==> src/rtl/avalon_aon_timer.sv <==
// Always-on machine timer / software-interrupt block on a 32-bit Avalon-MM slave.
// Holds a free-running 64-bit mtime, a 64-bit mtimecmp, the msip bit and an
// enable bit. It drives a level timer interrupt and a level software interrupt.
module avalon_aon_timer #(
  parameter int unsigned PRESCALE = 50,  // clk cycles per mtime increment, 1..65535
  parameter int unsigned AW       = 5    // decoded byte-address width
) (
  input  logic          clk,
  input  logic          rst,
  input  logic          avn_read,
  input  logic          avn_write,
  input  logic [AW-1:0] avn_address,
  input  logic [3:0]    avn_byte_enable,
  input  logic [31:0]   avn_writedata,
  output logic [31:0]   avn_readdata,
  output logic          avn_waitrequest,
  output logic          timer_interrupt,
  output logic          software_interrupt
);

  // Word offsets within the window (byte offset >> 2).
  localparam logic [AW-3:0] W_MSIP   = (AW-2)'(0);
  localparam logic [AW-3:0] W_CMP_LO = (AW-2)'(2);
  localparam logic [AW-3:0] W_CMP_HI = (AW-2)'(3);
  localparam logic [AW-3:0] W_MT_LO  = (AW-2)'(4);
  localparam logic [AW-3:0] W_MT_HI  = (AW-2)'(5);
  localparam logic [AW-3:0] W_CTRL   = (AW-2)'(6);

  localparam logic [15:0] PCNT_LAST = 16'(PRESCALE - 1);

  logic [63:0]   mtime;
  logic [63:0]   mtimecmp;
  logic          msip;
  logic          en;
  logic [15:0]   pcnt;
  logic [31:0]   hi_shadow;
  logic          rd_done;

  logic [AW-3:0] word;
  logic          rd_start;
  logic          tick;
  logic [63:0]   mtime_nxt;
  logic [15:0]   pcnt_nxt;
  logic [31:0]   rdata_mux;
  logic          addr_lsb_unused;

  assign word            = avn_address[AW-1:2];
  assign addr_lsb_unused = ^avn_address[1:0];

  // A read captures data in its first cycle; a simultaneous write takes priority.
  assign rd_start        = avn_read & ~avn_write & ~rd_done;
  // Stall is also masked by reset so an in-flight read is dropped at once.
  assign avn_waitrequest = rd_start & ~rst;

  assign software_interrupt = msip;

  // Merge write data into a 32-bit word honouring the byte lanes.
  function automatic logic [31:0] merge(input logic [31:0] old_w,
                                        input logic [31:0] new_w,
                                        input logic [3:0]  be);
    logic [31:0] r;
    r = old_w;
    for (int b = 0; b < 4; b++)
      if (be[b]) r[8*b +: 8] = new_w[8*b +: 8];
    return r;
  endfunction

  // Prescaler and mtime next state; a bus write to mtime overrides the tick lane-wise.
  always_comb begin
    // NOTE: every output of a combinational block gets a default first so no latch is inferred.
    tick      = en && (pcnt == PCNT_LAST);
    mtime_nxt = tick ? mtime + 64'd1 : mtime;
    pcnt_nxt  = pcnt;
    if (en) pcnt_nxt = tick ? 16'd0 : pcnt + 16'd1;
    if (avn_write && word == W_MT_LO) begin
      mtime_nxt[31:0] = merge(mtime_nxt[31:0], avn_writedata, avn_byte_enable);
      pcnt_nxt        = 16'd0;
    end
    if (avn_write && word == W_MT_HI) begin
      mtime_nxt[63:32] = merge(mtime_nxt[63:32], avn_writedata, avn_byte_enable);
      pcnt_nxt         = 16'd0;
    end
  end

  // Read-data select; mtime high word comes from the shadow latched by the low read.
  always_comb begin
    rdata_mux = 32'd0;
    case (word)
      W_MSIP:   rdata_mux = {31'd0, msip};
      W_CMP_LO: rdata_mux = mtimecmp[31:0];
      W_CMP_HI: rdata_mux = mtimecmp[63:32];
      W_MT_LO:  rdata_mux = mtime[31:0];
      W_MT_HI:  rdata_mux = hi_shadow;
      W_CTRL:   rdata_mux = {31'd0, en};
      default:  rdata_mux = 32'd0;
    endcase
  end

  // Register state, bus writes, read capture and the registered timer compare.
  always_ff @(posedge clk or posedge rst) begin
    if (rst) begin
      // NOTE: every flop here has an explicit reset value; there is no memory array to leave unreset.
      mtime           <= 64'd0;
      mtimecmp        <= 64'hFFFF_FFFF_FFFF_FFFF;
      msip            <= 1'b0;
      en              <= 1'b1;
      pcnt            <= 16'd0;
      hi_shadow       <= 32'd0;
      rd_done         <= 1'b0;
      avn_readdata    <= 32'd0;
      timer_interrupt <= 1'b0;
    end else begin
      // NOTE: sequential state uses non-blocking assignments so all flops update from pre-edge values.
      mtime           <= mtime_nxt;
      pcnt            <= pcnt_nxt;
      timer_interrupt <= (mtime >= mtimecmp);
      rd_done         <= rd_start;
      if (avn_write && word == W_CMP_LO)
        mtimecmp[31:0]  <= merge(mtimecmp[31:0], avn_writedata, avn_byte_enable);
      if (avn_write && word == W_CMP_HI)
        mtimecmp[63:32] <= merge(mtimecmp[63:32], avn_writedata, avn_byte_enable);
      if (avn_write && word == W_MSIP && avn_byte_enable[0])
        msip <= avn_writedata[0];
      if (avn_write && word == W_CTRL && avn_byte_enable[0])
        en <= avn_writedata[0];
      if (rd_start) begin
        avn_readdata <= rdata_mux;
        if (word == W_MT_LO) hi_shadow <= mtime[63:32];
      end
    end
  end

endmodule

==> config.mk <==
export PLATFORM = sky130hd
export DESIGN_NAME = avalon_aon_timer
export DESIGN_NICKNAME = d
export VERILOG_FILES = /design/src/rtl/avalon_aon_timer.sv
export SDC_FILE = /design/constraint.sdc
export NUM_CORES = 1
export LEC_CHECK = 0
export ABC_AREA = 1
export CORE_MARGIN = 1.5
export CORE_UTILIZATION = 56
export CTS_BUF_LIST = sky130_fd_sc_hd__clkbuf_2
export DETAILED_ROUTE_END_ITERATION = 8
export PLACE_DENSITY = 0.76
export SYNTH_ARGS = -nofsm -noshare
export SYNTH_HDL_FRONTEND = slang
export SYNTH_SLANG_ARGS = --single-unit
==> constraint.sdc <==
create_clock -name clk -period 8 [get_ports clk]
set_input_delay 0.8 -clock clk [delete_from_list [all_inputs] [get_ports clk]]
set_output_delay 0.8 -clock clk [all_outputs]
set_load 0.01 [all_outputs]
Yosys cells after proc, flatten, opt, wreduce, memory -nomap -nowiden
Index checks and enable logic that the tools add are counted.
- register bits after elaboration: 212
- bits in latches: 0
- memory bits (writable): 0
- bits in read-only memories: 0
- input port bits: 45
- output and inout bits: 35
- word-level logic and storage cells: 67
- memories kept: 0
- add/subtract/negate cells: 2
- multiply operators: 0
- div/mod/pow operators: 0
- $lt $le $gt $ge: 1
- eq/ne operators: 6
- shift operators: 0
- mux-type cells: 16
- bitwise operators: 6
- reduce and logical (&&, ||, !) cells: 20
- operators by type and width (operator ; number):
    one-hot mux 32 bit (6 select lines) ; 1
    adder 64 x 1 -> 64 bit, second input constant ; 1
    >= comparator 64 bit ; 1
    2-to-1 mux 16 bit ; 4
    2-to-1 mux 32 bit ; 2
    2-to-1 mux 64 bit ; 1
    2-to-1 mux 8 bit ; 8
    AND reduction 2 bit ; 9
    adder 16 x 1 -> 16 bit, second input constant ; 1
    equality test 16 x 6 -> 1 bit, second input constant ; 1
    equality test 3 bit, second input constant ; 3
    logical AND 1 bit ; 9
    equality test 3 x 2 -> 1 bit, second input constant ; 2
    AND 1 bit ; 3
    zero test 3 bit ; 1
    NOT 1 bit ; 3
    nonzero test 3 bit ; 1

Longest topological paths before layout
Gate-level depths: netlist of run 1.
- word-level depth: 6
- gate-level depth with buffers: 15
- mapped depth without buffers: 14

Least setup slack after synthesis of run 1
OpenSTA, ideal clock, no wires.
- path kind: input to output
- start point: input avn_read
- end point: output avn_waitrequest
- arrival time: 1262 ps
- data required time: 7200 ps
- slack: 5938 ps
- stages on the path: 2
- path buffers: 0
- cells stage by stage: inv_1 -> nor4_1
- cells in the longest elaborated chain, start to end: 3
- RTL lines (element ; RTL line ; text):
    start: declaration ; 10 ; input logic avn_read,
    AND 1 bit (2 in a row) ; 51 ; assign rd_start = avn_read & ~avn_write & ~rd_done;
    AND 1 bit ; 53 ; assign avn_waitrequest = rd_start & ~rst;
    end: declaration ; 16 ; output logic avn_waitrequest,
No other way between the ends.

Worst setup path in the final report of run 1
- start point: input avn_write
- end point: output avn_waitrequest
- cells in the longest elaborated chain, start to end: 4
- RTL lines (element ; RTL line ; text):
    start: declaration ; 11 ; input logic avn_write,
    NOT 1 bit ; 51 ;
    AND 1 bit (2 in a row) ; 51 ;
    AND 1 bit ; 53 ;
No other way between the ends.

==> qor.csv, run 1 <==
stage,metric,value,unit
floorplanning,die_area,0.0245,mm^2
worst_setup_path,crit_path_start_kind,input pin,
floorplanning,core,0.0228,mm^2
worst_setup_path,r2r_start,mtimecmp[63]$_DFFE_PP1P_,
route,wl,41000,um
global_route,grt_overflow,0,
route,avgViaCountPerCell,5.56,
placement,portBuffers,77,
cells_and_area,stdcell_area,0.0148,mm^2
clock_tree,numCtsBuffers,57,
clock_tree,htreeDepth,2,
worst_setup_path,critPathLaunch,avn_write,
synthesis,yosysWarnings,0,
timing,setup-tns-final,0,ps
worst_setup_path,worst_setup_path_end_kind,output port,
pwr,intPower,0.00211,W
route,route.detailed.drc,0,
flow_run,cap_viol_max_count,0,
timing,fin_skew,42.1,ps
pwr,swShare,0.393,
pwr,clkPwrFrac,0.224,
placement,place_hpwl,31300,um
run_status,status,finished clean,
synthesis,synth.distinct_cells,42,
cells_and_area,syn_to_final_growth,11.9,%
synthesis,async_reset_ff_frac,1.00,
min_path,holdPathStages,2,
floorplanning,start_util,0.577,
worst_setup_path,reg2regPathDepth,9,
worst_setup_path,cp_max_fo,5,
worst_setup_path,path_common_cell,clkdlybuf4s50_1,
clock_tree,holdBufCountCts,0,
pwr,power_density,235,mW/mm^2
worst_setup_path,critical-path-top-delay-family,buffers and inverters,
global_route,grt_pass1_vias,11900,
synthesis,yosysMostFrequentCell,nand2_1,
placement,dp_slack,4390,ps
synthesis,synth_edf_count,0,
floorplanning,ios,80,
timing,setup_viol,0,
global_route,grt_usage,0.346,
worst_setup_path,arrival,2250,ps
route,firstDrtPassIters,8,
placement,place_congestion,1.02,
worst_setup_path,max_stage_delay,580,ps
cells_and_area,drive_gt1_frac,0.135,
global_route,grt_pass1_wl,64500,um
clock_tree,clk_path_buf_depth,3,
synthesis,yosysSeqAreaShare,0.408,
clock_tree,cts_sinks,212,
worst_setup_path,cp_slowest_cell,clkdlybuf4s50_1,
floorplanning,die_h,156,um
floorplanning,die_w,156,um
clock_tree,root_buffer,clkbuf_2,
cells_and_area,nets,1985,
timing,timing.fmax,328,MHz
route,wire_per_inst,18.3,um
synthesis,synth_top_area_frac,0.279,
synthesis,yosysTopAreaCell,dfrtp_1,
global_route,antenna_found_initial,1,
synthesis,avgSynthCellArea,7.46,um^2
pwr,pwr-share-comb,0.320,
clock_tree,clk_pin_slew,80,ps
route,ant_nets,0,
route,first_iter_violations,1048,
min_path,hold_start,hi_shadow[10]$_DFFE_PP0P_,
worst_setup_path,path_cells,clkdlybuf4s50_1 -> nor4_1 -> clkdlybuf4s50_1,
timing,rsz0062_at_grt,no,
worst_setup_path,path_depth,3,
synthesis,synth-seq-cells,212,
pwr,seqPwrFrac,0.456,
timing,slew_headroom,0.336,
min_path,min_path_type,reg2reg,
worst_setup_path,worstPathRequired,7200,ps
cells_and_area,nFillCells,2086,
synthesis,syn-num-nets,1880,
worst_setup_path,crit_type,in2out,
clock_tree,worstSkewPairLatency,850,ps
synthesis,synth_area_leaders,"dfrtp_1 (28%), nand2_1 (14%), dfstp_2 (13%)",
global_route,grt_start_max_net_pins,137,
placement,place_area,0.0142,mm^2
pwr,switchingPower,0.00136,W
synthesis,netlist_top_cells_count,"nand2_1 (481), inv_1 (243), nor2_1 (192), dfrtp_1 (147), o21ai_0 (143)",
timing,fin_ws,4950,ps
synthesis,synth_top_flop_cell,dfrtp_1,
timing,post-route-min-period,3050,ps
clock_tree,tritoncts,done,
timing,worstMarginPinSlew,997,ps
clock_tree,post_cts_buffers,0,
pwr,p_total,0.00347,W
timing,whs,493,ps
synthesis,synth_cells,1768,
pwr,p_leak,7.14,nW
worst_setup_path,crit_buf_inv,2,
timing,period_share,0.381,
timing,drv_slew,0,
clock_tree,ctsResizeCount,0,
synthesis,synth.cell_area,0.0132,mm^2
floorplanning,rows,55,
route,vias,12400,
timing,hold_viol,0,
pwr,vdd_ir_drop_max,136,uV
-- power by group through the flow --
stage               sequential (W)  combinational, W  clock [W]
floorplan                  0.00154          0.000738          0
global placement           0.00158           0.00105          0
detailed placement         0.00159           0.00109          0
CTS                        0.00157           0.00110   0.000799
global route               0.00161           0.00125   0.000857
finish                     0.00158           0.00111   0.000778
-- cells by family after synthesis --
group,after synthesis,synth area share
AO/OA/AOI/OAI,280,0.115
XOR/XNOR,35,0.0232
adder cells (fa/ha/maj),67,0.0636
buffers and inverters,289,0.0847
AND/OR/NAND/NOR,851,0.276
flip-flops,212,0.408
multiplexers,34,0.0290
-- state kept, by name, indices dropped and copies added, names as in the netlist --
name / flops
mtime: 64
mtimecmp: 64
avn_readdata: 32
hi_shadow: 32
pcnt: 16
en: 1
rd_done: 1
software_interrupt: 1
timer_interrupt: 1
-- routing by layer --
metal	track usage	vias to the layer above	share of wire
met5	0	-	0
met1	0.471	5842	0.44
met2	0.558	525	0.45
met4	0.123	0	0.030
met3	0.0565	91	0.077
li1	-	5968	-
-- worst register-to-register path, cell delays in order, from the launching register on --
cell     delay, ps
dfstp_2        530
inv_1           60
ha_1           330
nand4_1        160
nor3_1         540
and2_1         330
nand2_1         90
o21ai_0        280
nor2_1          80
nand2_1         90
-- cell usage in the layout (no fill, tap or decap), types with 2 or more instances in the layout --
cell               n
a211oi_1           3
a21oi_1           92
a31oi_1            2
buf_4              5
clkbuf_2          99
clkdlybuf4s50_1   77
clkinv_1           7
dfrtp_1          147
dfstp_2           65
ha_1              67
inv_1            242
inv_2             10
mux2_1             2
mux2_2            32
nand2_1          481
nand2_2            9
nand2_4            2
nand3_1           65
nand3_2            8
nand4_1           38
nor2_1           192
nor2_2            17
nor2_4             6
nor3_1            19
nor3_4             2
nor4_1             7
o2111ai_1         21
o21a_1             2
o21ai_0          143
o21ai_1            6
o22ai_1            7
xnor2_1           14
xor2_1            21
-- through the flow --
stage	util	instances
4_1_cts	0.646	2234
2_1_floorplan	-	1768
3_5_place_dp	0.623	2127
3_3_place_gp	0.623	2127
5_1_grt	0.646	2235
6_report	0.646	2235
-- area by class of cell --
cell class / count / area, um^2 / area share
Timing Repair Buffer: 82 / 808 / 0.0548
Tap cell: 313 / 392 / 0.0265
Inverter: 253 / 957 / 0.0649
Multi-Input combinational cell: 1267 / 6690 / 0.453
Clock inverter: 8 / 31.3 / 0.00212
Antenna cell: 1 / 2.50 / 0.000170
Sequential cell: 212 / 5390 / 0.365
Clock buffer: 99 / 495 / 0.0336
-- path summary, 6_finish.rpt --
kind	to	slack (ps)
setup reg to reg	timer_interrupt$_DFF_PP0_	5440
max in group asynchronous	mtime[48]$_DFF_PP0_	5870
hold reg to reg	hi_shadow[10]$_DFFE_PP0P_	490
min in group asynchronous	hi_shadow[31]$_DFFE_PP0P_	580
setup / recovery	avn_waitrequest	4950
hold / removal	hi_shadow[10]$_DFFE_PP0P_	490
(Power assumes the default switching activity.)
==> run 2, diff against run 1 <==
--- a/config.mk
+++ b/config.mk
@@ -10,7 +10,7 @@
 export CORE_UTILIZATION = 56
 export CTS_BUF_LIST = sky130_fd_sc_hd__clkbuf_2
 export DETAILED_ROUTE_END_ITERATION = 8
-export PLACE_DENSITY = 0.76
+export PLACE_DENSITY = 0.79
 export SYNTH_ARGS = -nofsm -noshare
 export SYNTH_HDL_FRONTEND = slang
 export SYNTH_SLANG_ARGS = --single-unit
==> constraint.sdc (replaced) <==
create_clock -name clk -period 2.63 [get_ports clk]
set_input_delay 0.263 -clock clk [delete_from_list [all_inputs] [get_ports clk]]
set_output_delay 0.263 -clock clk [all_outputs]
set_load 0.01 [all_outputs]
==> run 2 against run 1 <==
- first-iteration DRC count down 9.8%
- hold slack lost 450 ps
- largest power group unchanged
- cell count grew 2.7%
- final area grew 3.6%
- global-route usage grew 1.3 points
- clock power rose to 3.1 times the previous value
- combinational power rose to 3.1 times the previous value
- flip-flop and latch count unchanged
- non-clock buffer count rose by 58
- die area did not move
==> qor.csv, run 2 (synthesis results as in run 1) <==
stage,metric,value,unit,change
run_status,status,finished clean,,
min_path,holdPathStages,3,,+1
cells_and_area,finalNonFillerCells,2295,,+2.7%
route,avgViaCountPerCell,5.59,,+0.54%
global_route,grt_usage,0.359,,+0.0131
worst_setup_path,max_stage_delay,590,ps,about the same
worst_setup_path,crit_path_start_kind,flop,,
worst_setup_path,crit_buf_inv,1,,-1
timing,fin_skew,56.9,ps,+14.8 ps
placement,dp_slack,96.9,ps,-4300 ps
timing,drv_slew,0,,unchanged
worst_setup_path,worst_setup_path_end_kind,output port,,
clock_tree,post_cts_buffers,0,,unchanged
timing,fin_ws,248,ps,-4700 ps
worst_setup_path,crit_type,reg2out,,
floorplanning,ios,80,,unchanged
floorplanning,die_area,0.0245,mm^2,unchanged
route,vias,12800,,+3.2%
timing,slew_headroom,0.502,,+0.166
cells_and_area,nFillCells,1998,,-4.2%
clock_tree,clk_path_buf_depth,3,,unchanged
timing,setup_viol,0,,unchanged
worst_setup_path,worstPathRequired,2370,ps,-4830 ps
timing,timing.fmax,420,MHz,
clock_tree,worstSkewPairLatency,870,ps,+20 ps
route,first_iter_violations,945,,-9.8%
pwr,power_density,700,mW/mm^2,+200%
global_route,grt_util_met1,0.479,,+0.00724
clock_tree,ctsResizeCount,0,,unchanged
floorplanning,start_util,0.577,,unchanged
pwr,vdd_ir_drop_max,462,uV,+240%
placement,dp.cells,2171,,+2.1%
clock_tree,clk_pin_slew,110,ps,+30 ps
worst_setup_path,reg2regPathDepth,13,,+4
min_path,min_path_type,in2reg,,
worst_setup_path,r2r_slack,310,ps,-5130 ps
min_path,hold_start,avn_writedata[16],,
worst_setup_path,path_cells,nor4_1 -> clkdlybuf4s50_1,,
cells_and_area,reg_top3,"mtime x64, mtimecmp x64",,
worst_setup_path,cp_max_fo,2,,-3
timing,rsz0062_at_grt,no,,
placement,place_hpwl,33600,um,+7.2%
placement,portBuffers,77,,unchanged
clock_tree,root_buffer,clkbuf_2,,
floorplanning,rows,55,,unchanged
timing,post-route-min-period,2380,ps,
worst_setup_path,arrival,2120,ps,-130 ps
route,wl,42700,um,+4.2%
worst_setup_path,r2r_end,mtime[63]$_DFF_PP0_,,
cells_and_area,nets,2044,,+3.0%
cells_and_area,layout_common_cells,"nand2_1 (481), inv_1 (242), nor2_1 (192)",,
pwr,p_leak,7.42,nW,+4.0%
route,route.detailed.drc,0,,unchanged
min_path,whs_endpoint,mtime[16]$_DFF_PP0_,,
clock_tree,cts_sinks,212,,unchanged
timing,hold_viol,0,,unchanged
clock_tree,htreeDepth,2,,unchanged
route,wire_per_inst,18.6,um,+1.5%
global_route,grt_util_met3,0.0659,,+0.00942
clock_tree,numCtsBuffers,58,,+1.8%
route,ant_nets,0,,unchanged
clock_tree,holdBufCountCts,14,,+14
flow_run,cap_viol_max_count,0,,unchanged
floorplanning,core,0.0228,mm^2,unchanged
worst_setup_path,cp_slowest_cell,clkdlybuf4s50_1,,
cells_and_area,drive_gt1_frac,0.153,,+0.0181
cells_and_area,syn_to_final_growth,15.9,%,
timing,worstMarginPinSlew,746,ps,-251 ps
global_route,grt-busiest-layer,met2,,
global_route,grt_pass1_wl,67100,um,+4.1%
floorplanning,die_w,156,um,unchanged
floorplanning,die_h,156,um,unchanged
clock_tree,tritoncts,done,,
route,firstDrtPassIters,5,,-3
worst_setup_path,r2r_start,pcnt[1]$_DFFE_PP0P_,,
global_route,gr-usage-met2,0.585,,+0.0275
global_route,antenna_found_initial,1,,unchanged
global_route,grt_pass1_vias,12600,,+5.9%
timing,period_share,0.906,,
global_route,grt_overflow,0,,unchanged
global_route,grt_start_max_net_pins,39,,-72%
placement,place_congestion,1.00,,-1.6%
worst_setup_path,critical-path-top-delay-family,buffers and inverters,,
cells_and_area,final_common_cell,nand2_1,,
[run 2: changes by cell type in the layout (fill, tap and decap cells not counted), moves of 2 or more]
cell / previous run / this run
buf_12: 0 / 4
clkinv_1: 7 / 9
buf_4: 5 / 45
dlygate4sd3_1: 0 / 14
[run 2: how the worst max path moves through the flow]
stage	startpoint	endpoint	slack [ps]	cells after the start
after floorplan	rst	avn_readdata[0]$_DFFE_PP0P_	-340	1
after detailed placement	avn_address[3]	mtimecmp[8]$_DFFE_PP1P_	100	7
after global placement	avn_address[3]	mtimecmp[17]$_DFFE_PP1P_	210	7
after global routing	rd_done$_DFF_PP0_	avn_waitrequest	90	2
after CTS	rd_done$_DFF_PP0_	avn_waitrequest	170	2
final	rd_done$_DFF_PP0_	avn_waitrequest	250	2
[run 2: worst register-to-register path: stages, from the launching register on]
cell	delay, ps
dfrtp_1	420
inv_1	90
ha_1	180
nand2_1	70
inv_1	50
nand2_1	70
nor2_2	100
nand2_2	250
nor2_2	360
nand2_1	120
nor2_2	220
nand3_1	100
nand3_1	100
nand2_1	60
[run 2: area by class of cell]
class / instances / area [um^2] / area share
antenna: 1 / 2.50 / 0.000164
clock buffer: 99 / 495 / 0.0324
clock inverter: 10 / 40.0 / 0.00262
inverter: 253 / 953 / 0.0624
multi-input combinational: 1267 / 6690 / 0.437
sequential: 212 / 5390 / 0.352
tap: 313 / 392 / 0.0256
timing repair buffer: 140 / 1330 / 0.0869
[run 2: through the flow]
stage,utilization,hold slack (ps),power [W],area [um^2],TNS [ps]
4_1_cts,0.669,4.21,0.0107,15300,0
2_1_floorplan,-,377,0.00692,13200,-49410
6_report,0.669,38.1,0.0107,15300,0
5_1_grt,0.669,12.4,0.0115,15300,0
3_3_place_gp,0.639,467,0.00808,14600,0
3_5_place_dp,0.639,473,0.00824,14600,0
[run 2: layer usage]
| layer | routed length, um | up-vias | share of wire |
|---|---|---|---|
| li1 | - | 6099 | - |
| met1 | 18300 | 6104 | 0.43 |
| met2 | 19800 | 525 | 0.46 |
| met3 | 3450 | 101 | 0.081 |
| met4 | 1210 | 0 | 0.028 |
| met5 | 0 | - | 0 |
[run 2: report_power, final]
part	leakage (nW)	switching, W	internal [W]	total [W]
clock	0.432	0.00145	0.000974	0.00242
sequential	2.44	0.000737	0.00410	0.00484
combinational	4.56	0.00206	0.00138	0.00344
==> run 3, diff against run 2 <==
--- a/config.mk
+++ b/config.mk
@@ -11,6 +11,7 @@
 export CTS_BUF_LIST = sky130_fd_sc_hd__clkbuf_2
 export DETAILED_ROUTE_END_ITERATION = 8
 export PLACE_DENSITY = 0.79
+export SETUP_SLACK_MARGIN = 0.3
 export SYNTH_ARGS = -nofsm -noshare
 export SYNTH_HDL_FRONTEND = slang
 export SYNTH_SLANG_ARGS = --single-unit
==> run 3 against run 2 <==
- setup slack gained 160 ps
- cell count grew 0.17%
- total power grew 0.12%
- via count grew 0.50%
- wire length grew 0.27%
- final area grew 0.32%
- sequential power is essentially flat
- critical endpoint is now timer_interrupt$_DFF_PP0_
- die area is the same
- clock power is essentially flat
==> qor.csv, run 3 (synthesis results as in run 1) <==
stage,metric,value,unit,change
floorplanning,rows,55,,unchanged
route,wl,42800,um,+0.27%
route,wire_per_inst,18.6,um,about the same
cells_and_area,stdcell_area,0.0153,mm^2,+0.32%
worst_setup_path,r2r_start,mtimecmp[63]$_DFFE_PP1P_,,
timing,setup-tns-final,0,ps,unchanged
worst_setup_path,cp_max_fo,3,,+1
worst_setup_path,reg2regPathDepth,10,,-3
timing,post-route-min-period,2220,ps,-161 ps
pwr,clkPwrFrac,0.226,,about the same
clock_tree,cts_sinks,212,,unchanged
placement,dp_slack,96.9,ps,unchanged
clock_tree,root_buffer,clkbuf_2,,
timing,timing.fmax,450,MHz,+7.3%
worst_setup_path,worstSetupEndpoint,timer_interrupt$_DFF_PP0_,,
timing,drv_slew,0,,unchanged
cells_and_area,final_common_cell,nand2_1,,
pwr,switchingPower,0.00426,W,+0.27%
clock_tree,clk_path_buf_depth,3,,unchanged
placement,place_area,0.0146,mm^2,unchanged
route,vias,12900,,+0.50%
cells_and_area,layout_common_cells,"nand2_1 (481), inv_1 (242), nor2_1 (190)",,
cells_and_area,reg_top3,"mtime x64, mtimecmp x64",,
global_route,grt_start_max_net_pins,39,,unchanged
worst_setup_path,critPathLaunch,mtimecmp[63]$_DFFE_PP1P_,,
min_path,hold_start,avn_writedata[16],,
cells_and_area,syn_to_final_growth,16.2,%,
timing,fin_ws,410,ps,+161 ps
route,first_iter_violations,911,,-3.6%
flow_run,cap_viol_max_count,0,,unchanged
clock_tree,numCtsBuffers,58,,unchanged
pwr,pwr-share-comb,0.322,,about the same
clock_tree,clk_pin_slew,110,ps,about the same
global_route,grt_usage,0.359,,unchanged
floorplanning,ios,80,,unchanged
floorplanning,start_util,0.577,,unchanged
timing,setup_viol,0,,unchanged
placement,portBuffers,77,,unchanged
clock_tree,worstSkewPairLatency,880,ps,about the same
route,ant_nets,0,,unchanged
pwr,vdd_ir_drop_max,460,uV,-0.35%
route,route.detailed.drc,0,,unchanged
route,avgViaCountPerCell,5.61,,+0.32%
timing,period_share,0.844,,-0.0614
timing,slew_headroom,0.506,,+0.00393
placement,place_congestion,1.00,,unchanged
cells_and_area,drive_gt1_frac,0.156,,+0.00271
global_route,grt_pass1_vias,12600,,unchanged
clock_tree,htreeDepth,2,,unchanged
pwr,power_density,699,mW/mm^2,-0.20%
timing,rsz0062_at_grt,no,,
clock_tree,tritoncts,done,,
timing,fin_skew,50.3,ps,-6.68 ps
worst_setup_path,arrival,3020,ps,+900 ps
pwr,intPower,0.00645,W,about the same
global_route,antenna_found_initial,1,,unchanged
run_status,status,finished clean,,
placement,place_hpwl,33600,um,unchanged
worst_setup_path,r2r_slack,410,ps,+100 ps
pwr,swShare,0.398,,+0.000601
worst_setup_path,crit_type,reg2reg,,
timing,hold_viol,0,,unchanged
global_route,grt_overflow,0,,unchanged
worst_setup_path,crit_path_start_kind,flop,,
floorplanning,die_w,156,um,unchanged
worst_setup_path,r2r_end,timer_interrupt$_DFF_PP0_,,
pwr,seqPwrFrac,0.452,,about the same
cells_and_area,nets,2048,,+0.20%
floorplanning,core,0.0228,mm^2,unchanged
floorplanning,die_h,156,um,unchanged
worst_setup_path,worst_setup_path_end_kind,flop,,
pwr,p_leak,7.46,nW,+0.47%
floorplanning,die_area,0.0245,mm^2,unchanged
worst_setup_path,worstPathRequired,3430,ps,+1060 ps
route,firstDrtPassIters,5,,unchanged
timing,worstMarginPinSlew,740,ps,-5.88 ps
global_route,grt_pass1_wl,67100,um,unchanged
min_path,min_path_type,in2reg,,
-- run 3: cell count changes in the layout (fill, tap and decap cells not counted), sizes merged --
cell / previous run / this run
buf: 49 / 53
clkdlybuf4s50: 77 / 76
dlygate4sd2: 0 / 1
-- run 3: worst min-delay path by stage --
stage	end	slack, ps	cells after the start
floorplan	en$_DFFE_PP1P_	380	2
global placement	hi_shadow[13]$_DFFE_PP0P_	470	2
detailed placement	hi_shadow[7]$_DFFE_PP0P_	470	2
CTS	mtime[16]$_DFF_PP0_	4	3
global route	mtime[62]$_DFF_PP0_	10	3
finish	mtime[16]$_DFF_PP0_	40	3
-- run 3: metrics by stage --
step	util	total power [W]	instances	hold WS, ps
final	0.671	0.0107	2299	42.5
after global placement	0.639	0.00808	2171	467
after detailed placement	0.639	0.00824	2171	473
after floorplan	-	0.00692	1768	377
after CTS	0.669	0.0107	2294	4.21
after global routing	0.671	0.0115	2299	12.4
-- run 3: power by group through the flow --
stage | sequential [W] | combinational (W) | clock, W
final | 0.00484 | 0.00345 | 0.00242
after global routing | 0.00492 | 0.00391 | 0.00263
after CTS | 0.00481 | 0.00341 | 0.00245
after detailed placement | 0.00486 | 0.00338 | 0
after global placement | 0.00484 | 0.00324 | 0
after floorplan | 0.00467 | 0.00225 | 0
-- run 3: repair_timing --
action / 4_1_cts / 5_1_grt
endpoints found under the hold margin: 27 / 0
gates resized for setup: 1 / 6
pin swaps: 0 / 2
hold buffers: 14 / 0
setup buffers: 0 / 4
setup endpoints to repair: 1 / 12
-- run 3: per-layer routing --
layer	wire, um	up-vias	GRT usage	part of all wire
met5	0	-	0	0
met4	1100	0	0.128	0.026
met3	3330	93	0.0659	0.078
met2	19900	527	0.585	0.46
met1	18500	6161	0.479	0.43
li1	-	6112	-	-
-- run 3: area by class of cell --
class / instances / area, um^2
sequential: 212 / 5390
multi-input combinational: 1267 / 6710
tap: 313 / 392
clock inverter: 10 / 40.0
fill: 1998 / 7510
antenna: 1 / 2.50
clock buffer: 99 / 495
timing repair buffer: 144 / 1360
inverter: 253 / 953
-- run 3: worst max-delay path: stages (launching register included) --
cell and delay, ps:
dfstp_2 550, inv_1 70, ha_1 320, nand4_1 180
nor3_1 250, buf_4 190, and2_1 180, nand2_1 80
o21ai_1 210, nor2_1 60, nand2_1 90
